<file path="src/rtl/otter_hazard_unit.sv">
// Hazard/forwarding controller for the pipelined OTTER RV32I core.
// Optional stall/flush statistics counters are built when OTTER_HAZARD_STATS_EN is defined.
module otter_hazard_unit #(
  parameter int unsigned REG_AW     = 5,
  parameter int unsigned FWD_DEPTH  = 3,
  parameter int unsigned LOAD_LAT   = 1,
  parameter int unsigned BR_PENALTY = 2,
  localparam int unsigned SW        = $clog2(FWD_DEPTH + 1)
) (
  input  logic              CLK,
  input  logic              RESET,
  input  logic              id_valid,
  input  logic [REG_AW-1:0] id_rs1,
  input  logic [REG_AW-1:0] id_rs2,
  input  logic              id_use_rs1,
  input  logic              id_use_rs2,
  input  logic [REG_AW-1:0] id_rd,
  input  logic              id_reg_write,
  input  logic              id_mem_read,
  input  logic              ex_br_taken,
  input  logic              mem_busy,
  output logic              stall,
  output logic              flush,
  output logic              freeze,
  output logic [SW-1:0]     fwd_sel_rs1,
  output logic [SW-1:0]     fwd_sel_rs2,
  output logic [31:0]       stat_stall,
  output logic [31:0]       stat_flush
);

  typedef enum logic {StRun, StFlush} state_e;

  state_e                 state_q;
  logic [2:0]             cnt_q;
  logic [FWD_DEPTH-1:0]   slot_valid;
  logic [FWD_DEPTH-1:0]   slot_rw;
  logic [FWD_DEPTH-1:0]   slot_mr;
  logic [REG_AW-1:0]      slot_rd [FWD_DEPTH];
  logic                   ld_hit1, ld_hit2;
  logic                   found1, found2;
  logic                   br_take;

  // Search from the youngest slot; the first hit wins.
  always_comb begin
    fwd_sel_rs1 = '0;
    fwd_sel_rs2 = '0;
    ld_hit1     = 1'b0;
    ld_hit2     = 1'b0;
    found1      = 1'b0;
    found2      = 1'b0;
    for (int unsigned k = 0; k < FWD_DEPTH; k++) begin
      if (!found1 && id_use_rs1 && id_rs1 != '0 && slot_valid[k] && slot_rw[k] &&
          slot_rd[k] == id_rs1) begin
        found1      = 1'b1;
        fwd_sel_rs1 = SW'(k + 1);
        ld_hit1     = slot_mr[k] && (k < LOAD_LAT);
      end
      if (!found2 && id_use_rs2 && id_rs2 != '0 && slot_valid[k] && slot_rw[k] &&
          slot_rd[k] == id_rs2) begin
        found2      = 1'b1;
        fwd_sel_rs2 = SW'(k + 1);
        ld_hit2     = slot_mr[k] && (k < LOAD_LAT);
      end
    end
  end

  assign br_take = (state_q == StRun) && ex_br_taken && slot_valid[0];
  assign flush   = (state_q == StFlush) || br_take;
  assign stall   = (ld_hit1 || ld_hit2) && !flush;
  assign freeze  = mem_busy;

  always_ff @(posedge CLK or posedge RESET) begin
    if (RESET) begin
      slot_valid <= '0;
      slot_rw    <= '0;
      slot_mr    <= '0;
      for (int unsigned i = 0; i < FWD_DEPTH; i++) slot_rd[i] <= '0;
    end else if (!mem_busy) begin
      for (int unsigned i = 1; i < FWD_DEPTH; i++) begin
        slot_valid[i] <= slot_valid[i-1];
        slot_rw[i]    <= slot_rw[i-1];
        slot_mr[i]    <= slot_mr[i-1];
        slot_rd[i]    <= slot_rd[i-1];
      end
      if (id_valid && !stall && !flush) begin
        slot_valid[0] <= 1'b1;
        slot_rw[0]    <= id_reg_write;
        slot_mr[0]    <= id_mem_read;
        slot_rd[0]    <= id_rd;
      end else begin
        slot_valid[0] <= 1'b0;
        slot_rw[0]    <= 1'b0;
        slot_mr[0]    <= 1'b0;
        slot_rd[0]    <= '0;
      end
    end
  end

  // cnt_q counts flush cycles still owed after the branch cycle itself.
  always_ff @(posedge CLK or posedge RESET) begin
    if (RESET) begin
      state_q <= StRun;
      cnt_q   <= '0;
    end else if (!mem_busy) begin
      case (state_q)
        StRun: begin
          if (br_take && BR_PENALTY > 1) begin
            state_q <= StFlush;
            cnt_q   <= 3'(BR_PENALTY - 1);
          end
        end
        StFlush: begin
          cnt_q <= cnt_q - 3'd1;
          if (cnt_q <= 3'd1) state_q <= StRun;
        end
        default: state_q <= StRun;
      endcase
    end
  end

`ifdef OTTER_HAZARD_STATS_EN
  logic [31:0] stat_stall_q, stat_flush_q;

  always_ff @(posedge CLK or posedge RESET) begin
    if (RESET) begin
      stat_stall_q <= '0;
      stat_flush_q <= '0;
    end else if (!mem_busy) begin
      if (stall) stat_stall_q <= stat_stall_q + 32'd1;
      if (flush) stat_flush_q <= stat_flush_q + 32'd1;
    end
  end

  assign stat_stall = stat_stall_q;
  assign stat_flush = stat_flush_q;
`else
  assign stat_stall = 32'h0;
  assign stat_flush = 32'h0;
`endif

endmodule

</file>
<file path="config.mk">
export PLATFORM = sky130hd
export DESIGN_NAME = otter_hazard_unit
export DESIGN_NICKNAME = d
export VERILOG_FILES = /design/src/rtl/otter_hazard_unit.sv
export SDC_FILE = /design/constraint.sdc
export NUM_CORES = 1
export LEC_CHECK = 0
export ABC_AREA = 1
export CAP_MARGIN = 20
export CORE_MARGIN = 2
export CORE_UTILIZATION = 51
export CTS_CLUSTER_DIAMETER = 120
export DETAILED_ROUTE_END_ITERATION = 8
export DONT_BUFFER_PORTS = 1
export GPL_ROUTABILITY_DRIVEN = 0
export PLACE_DENSITY = 0.66
export SLEW_MARGIN = 10
export SYNTH_ARGS = -nofsm -noshare
export SYNTH_HDL_FRONTEND = slang
export SYNTH_SLANG_ARGS = --single-unit
export TNS_END_PERCENT = 1
</file>
<file path="constraint.sdc">
create_clock -name CLK -period 1.5 [get_ports CLK]
set_input_delay 0.225 -clock CLK [delete_from_list [all_inputs] [get_ports CLK]]
set_output_delay 0.225 -clock CLK [all_outputs]
set_load 0.05 [all_outputs]
</file>
-- After elaboration in Yosys (flattened, before gate mapping)
Index checks and enable logic that the tools add are counted.
- bits in registers: 26
- bits of input ports: 24
- output and inout bits: 71
- word-level logic and storage cells: 88
- add/subtract/negate cells: 1
- $lt $le $gt $ge: 1
- equal/unequal tests: 7
- muxes and demuxes: 25
- bitwise operators: 2
- reductions and logical operators: 44
- operator list (operator ; count):
    logical AND 1 bit ; 33
    equality test 5 bit ; 6
    2-to-1 mux 1 bit ; 17
    nonzero test 5 bit ; 2
    2-to-1 mux 2 bit ; 4
    logical NOT 1 bit ; 6
    one-hot mux 3 bit (2 select lines) ; 1
    2-to-1 mux 5 bit ; 1
    less-or-equal comparator 3 x 1 -> 1 bit (second input constant) ; 1
    2-to-1 mux 3 bit ; 1
    subtractor 3 x 1 -> 3 bit (second input constant) ; 1
    logical OR 1 bit ; 2
    inequality test 2 bit (second input constant) ; 1
    inverter 1 bit ; 2
    one-hot mux 1 bit (2 select lines) ; 1
    AND reduction 2 bit ; 1

-- Depth between registers and ports, before layout
- depth after elaboration: 26
- mapped depth: 10
- depth with buffers taken out: 10

-- Worst setup path after synthesis
No wires, ideal clock.
- kind: reg2out
- start: register slot_rd[11] (netlist bit)
- end: output port stall
- arrival time: 1.617 ns
- required time: 1.275 ns
- slack: -0.342 ns
- cell stages (with the launch flop): 8
- path buffers: 0
- cells stage by stage: dfrtp_1 -> inv_1 -> nor2_1 -> nor3_2 -> nand3_2 -> nand2_1 -> nand2_1 -> nor2_1
- word-level cells in the longest chain between the ends: 19
- elaborated cells between the ends (all ways): 40
- classes of those cells: eq/ne: 2; mux: 10; reduce/logical: 28
- ends and longest elaborated chain (what ; line ; source):
    start, declared ; 38 ; logic [REG_AW-1:0] slot_rd [FWD_DEPTH];
    start signal, assigned by index ; 83 ; slot_rd[i] <= slot_rd[i-1];
    equality test 5 bit, on equally long branches ; 53, 59 ;
    logical AND 1 bit, on equally long branches ; 52, 58 ;
    2-to-1 mux 1 bit, on equally long branches ; 52, 58 ;
    logical NOT 1 bit, on equally long branches ; 52, 58 ;
    logical AND 1 bit, on equally long branches (5 in a row) ; 52, 58 ;
    2-to-1 mux 1 bit, on equally long branches ; 52, 58 ;
    logical NOT 1 bit, on equally long branches ; 52, 58 ;
    logical AND 1 bit, on equally long branches (5 in a row) ; 52, 58 ;
    2-to-1 mux 1 bit, on equally long branches ; 52, 58 ;
    logical OR 1 bit * ; 69 ; assign stall = (ld_hit1 || ld_hit2) && !flush;
    logical AND 1 bit * ; 69 ;
    end, declared ; 22 ; output logic stall,
Every way passes the cells marked *; elsewhere a longest branch is shown, timed or not.

-- Worst setup path in the final report
- start: register slot_rd[13] (netlist bit)
- end: output port fwd_sel_rs1[1]
- word-level cells in the longest chain between the ends: 17
- elaborated cells between the ends (all ways): 18
- classes of those cells: eq/ne: 1; mux: 4; reduce/logical: 13
- ends and longest elaborated chain (what ; line ; source):
    equality test 5 bit * ; 53 ; slot_rd[k] == id_rs1) begin
    logical AND 1 bit * ; 52 ; if (!found1 && id_use_rs1 && id_rs1 != '0 && slot_valid[k] && slot_rw[k] &&
    2-to-1 mux 1 bit * ; 52 ;
    logical NOT 1 bit ; 52 ;
    logical AND 1 bit (5 in a row) ; 52 ;
    2-to-1 mux 1 bit ; 52 ;
    logical NOT 1 bit ; 52 ;
    logical AND 1 bit (5 in a row) ; 52 ;
    2-to-1 mux 2 bit * ; 52 ;
    end, declared ; 25 ; output logic [SW-1:0] fwd_sel_rs1,
Marked as above.

==> results.tsv <==
stage	metric	value	unit
status	status	complete, but fails checks	
status	failed_checks	setup timing	
route	viasPerCell	4.67	
cts	cts_buffers	3	
layout	antenna_cells	0	
floorplan	core_area	4000	µm²
pwr	seq_power_share	39.6	%
route	drc	0	
critical_path	critPathLaunchType	flip-flop	
critical_path	crit_top_cell	a21oi_2	
layout	fin_nets	360	
global_routing	grt_pass1_wl	7.26	mm
yosys	ys_seq_elements	26	
sta	fmax	535	MHz
sta	period_minus_slack	1.87	ns
critical_path	cp_max_fo	5	
floorplan	fp.dieW	68.4	µm
global_routing	grt_pass1_vias	1579	
flow_run	cap_viol_max_count	0	
cts	cts_buffer_depth	2	
sta	period_share	125	%
sta	setup_ws	-0.369	ns
place	preCtsSetupSlack	-0.0696	ns
place	numPlacedInstances	366	
cts	cts_tree	built	
cts	clk_latency	0.27	ns
yosys	synth_top_area_share	30.8	%
cts	cts.sinks	26	
pwr	powerDensity	1110	nW/µm²
worst_hold_path	hold_class	in -> reg	
sta	final_hold_viol_count	0	
layout	multi_input_area	1130	µm²
layout	seq_area	652	µm²
pwr	power.ir.vdd_worst	687	µV
global_routing	grt_use_total	20.6	%
yosys	synth_cell_types	25	
critical_path	cp-end-kind	output pin	
critical_path	crit_type	reg -> out	
yosys	yosysTopAreaCell	dfrtp_1	
floorplan	die-area	4680	µm²
critical_path	required	1.27	ns
layout	drive_gt1_share	19.5	%
route	drt-pass1-iter-count	4	
pwr	swShare	44.8	%
place	dp_hpwl	3.40	mm
route	dr.first_iter.drc_count	122	
layout	final_common_cell	nand2_1	
critical_path	cp_slowest_stage_delay	0.47	ns
layout	final_util	58.2	%
yosys	synthCells	302	
pwr	pwr-share-comb	42.6	%
sta	final_max_slew_viol_count	0	
floorplan	die_h	68.4	µm
route	vias	1789	
cts	root_buffer	clkbuf_8	
floorplan	rows	23	
cts	cts.clk_slew.worst_paths	0.09	ns
yosys	syn_avg_cell_area	7.00	µm²
floorplan	io_pins	95	
layout	final_cell_mix	78 x nand2_1, 64 x conb_1, 27 x buf_4	
layout	fin_area	2330	µm²
global_routing	grt_overflow_total	0	
place	placedInstanceArea	2130	µm²
sta	finalSetupViolCount	12	
layout	fill_cells	414	
yosys	ys_seq_area_share	30.8	%
sta	skew	0.00520	ns
pwr	power_leakage	1.26	nW
sta	fin_hold_ws	0.0465	ns
place	numPortBuffers	0	
yosys	synthTopCellsByArea	dfrtp_1 31%, buf_4 23%, nand2_1 15%	
global_routing	grt_max_degree	37	
sta	rsz0062_at_grt	yes	
route	wl_per_cell	11.8	µm
global_routing	antenna_found_initial	0	
yosys	synth_warnings	0	
cts	cts_htree_levels	1	
route	drt_wl_total	4.51	mm
layout	stdcell_count	383	
critical_path	cp_data_arrival_time	1.64	ns
floorplan	start_util	52.9	%
layout	syn_to_final_growth	10.1	%
pwr	p_switching	0.00115	W
pwr	internal_power	0.00142	W
yosys	netlist_area	2110	µm²
pwr	clock_power_share	17.9	%
critical_path	rrSetupSlack	-0.22	ns
critical_path	path_cells	a21oi_2 -> nand2_1 -> nor2_2 -> nand3_2 -> buf_4 -> nand2_2 -> a21oi_2 -> buf_12	
critical_path	critPathSlowestCell	dfrtp_2	
route	postRouteAntennaNets	0	
-- cell families (layout without fill, tap and decap cells) --
group                      count (synthesis)  after routing  share of synthesized area [%]
buffers and inverters                    100             68                           29.3
and+or+nand+nor                          133            133                           27.3
xor gates and xnor gates                   5              5                           2.07
AOI/OAI and AO/OA                         35             35                           9.17
adders and majority gates                  2              2                           1.18
other                                      1             64                          0.177
DFF                                       26             26                           30.8
-- final timing paths --
check	startpoint	cells after the start	to
max	slot_rd[13]	8	fwd_sel_rs1[1]
min	mem_busy	1	state_q
max reg2reg	slot_rd[11]	11	slot_rw[0]
min reg2reg	slot_valid[2]	2	slot_valid[2]
max in group asynchronous	RESET	3	slot_rd[13]
min in group asynchronous	RESET	3	slot_rw[2]
-- through the flow --
stage                     setup TNS, ns  total power, W
after CTS                         -3.51         0.00255
after global routing              -4.24         0.00276
after floorplan                  -0.132         0.00195
final                             -3.05         0.00258
after detailed placement         -0.207         0.00202
after global placement           -0.202         0.00200
-- state kept, by name, summed over array words and instances, names as in the netlist --
name,count
cnt_q,3
slot_mr,1
slot_rd,15
slot_rw,3
slot_valid,3
state_q,1
-- layout make-up --
class	instances	share of cell area [%]
multi-input combinational	239	48.5
timing repair buffer	33	13.4
tap	50	2.69
clock buffer	4	2.36
inverter	31	5.00
sequential	26	28.0
-- power by group through the flow --
stage | clock, W | combinational, W | sequential [W]
2_1_floorplan | 0 | 0.000973 | 0.000982
3_3_place_gp | 0 | 0.000986 | 0.00101
3_5_place_dp | 0 | 0.000998 | 0.00102
4_1_cts | 0.000469 | 0.00107 | 0.00101
5_1_grt | 0.000497 | 0.00122 | 0.00104
6_report | 0.000460 | 0.00110 | 0.00102
-- synthesized netlist by cell type, drive strengths merged --
library cell / number
nand2: 85
buf: 65
inv: 31
dfrtp: 26
nor2: 23
o21ai: 16
nand4: 12
a21oi: 9
nand3: 8
o22ai: 8
nor3: 5
clkbuf: 4
xor2: 3
ha: 2
o31ai: 2
xnor2: 2
conb: 1
-- what timing repair did --
action / 4_1_cts / 5_1_grt
setup buffers: 9 / 3
gates cloned: 0 / 0
pin swaps: 7 / 7
endpoints found under the setup margin: 5 / 14
hold buffers: 1 / 0
resized for setup: 12 / 6
hold endpoints to repair: 26 / 0
-- worst max-delay path: cells and delay by family (launching register included) --
family / cells / cell delay (ns)
AND/OR/NAND/NOR: 4 / 0.39
buffers and inverters: 2 / 0.32
AO/OA/AOI/OAI: 2 / 0.19
flip-flops: 1 / 0.47
-- routing by layer --
layer / global-route usage [%] / up-vias / wire length (µm)
met5: 0 / - / 0
met4: 5.75 / 0 / 58
met3: 2.80 / 7 / 367
met2: 32.1 / 70 / 2090
met1: 29.6 / 821 / 1990
li1: - / 891 / -
(Power assumes the default switching activity.)
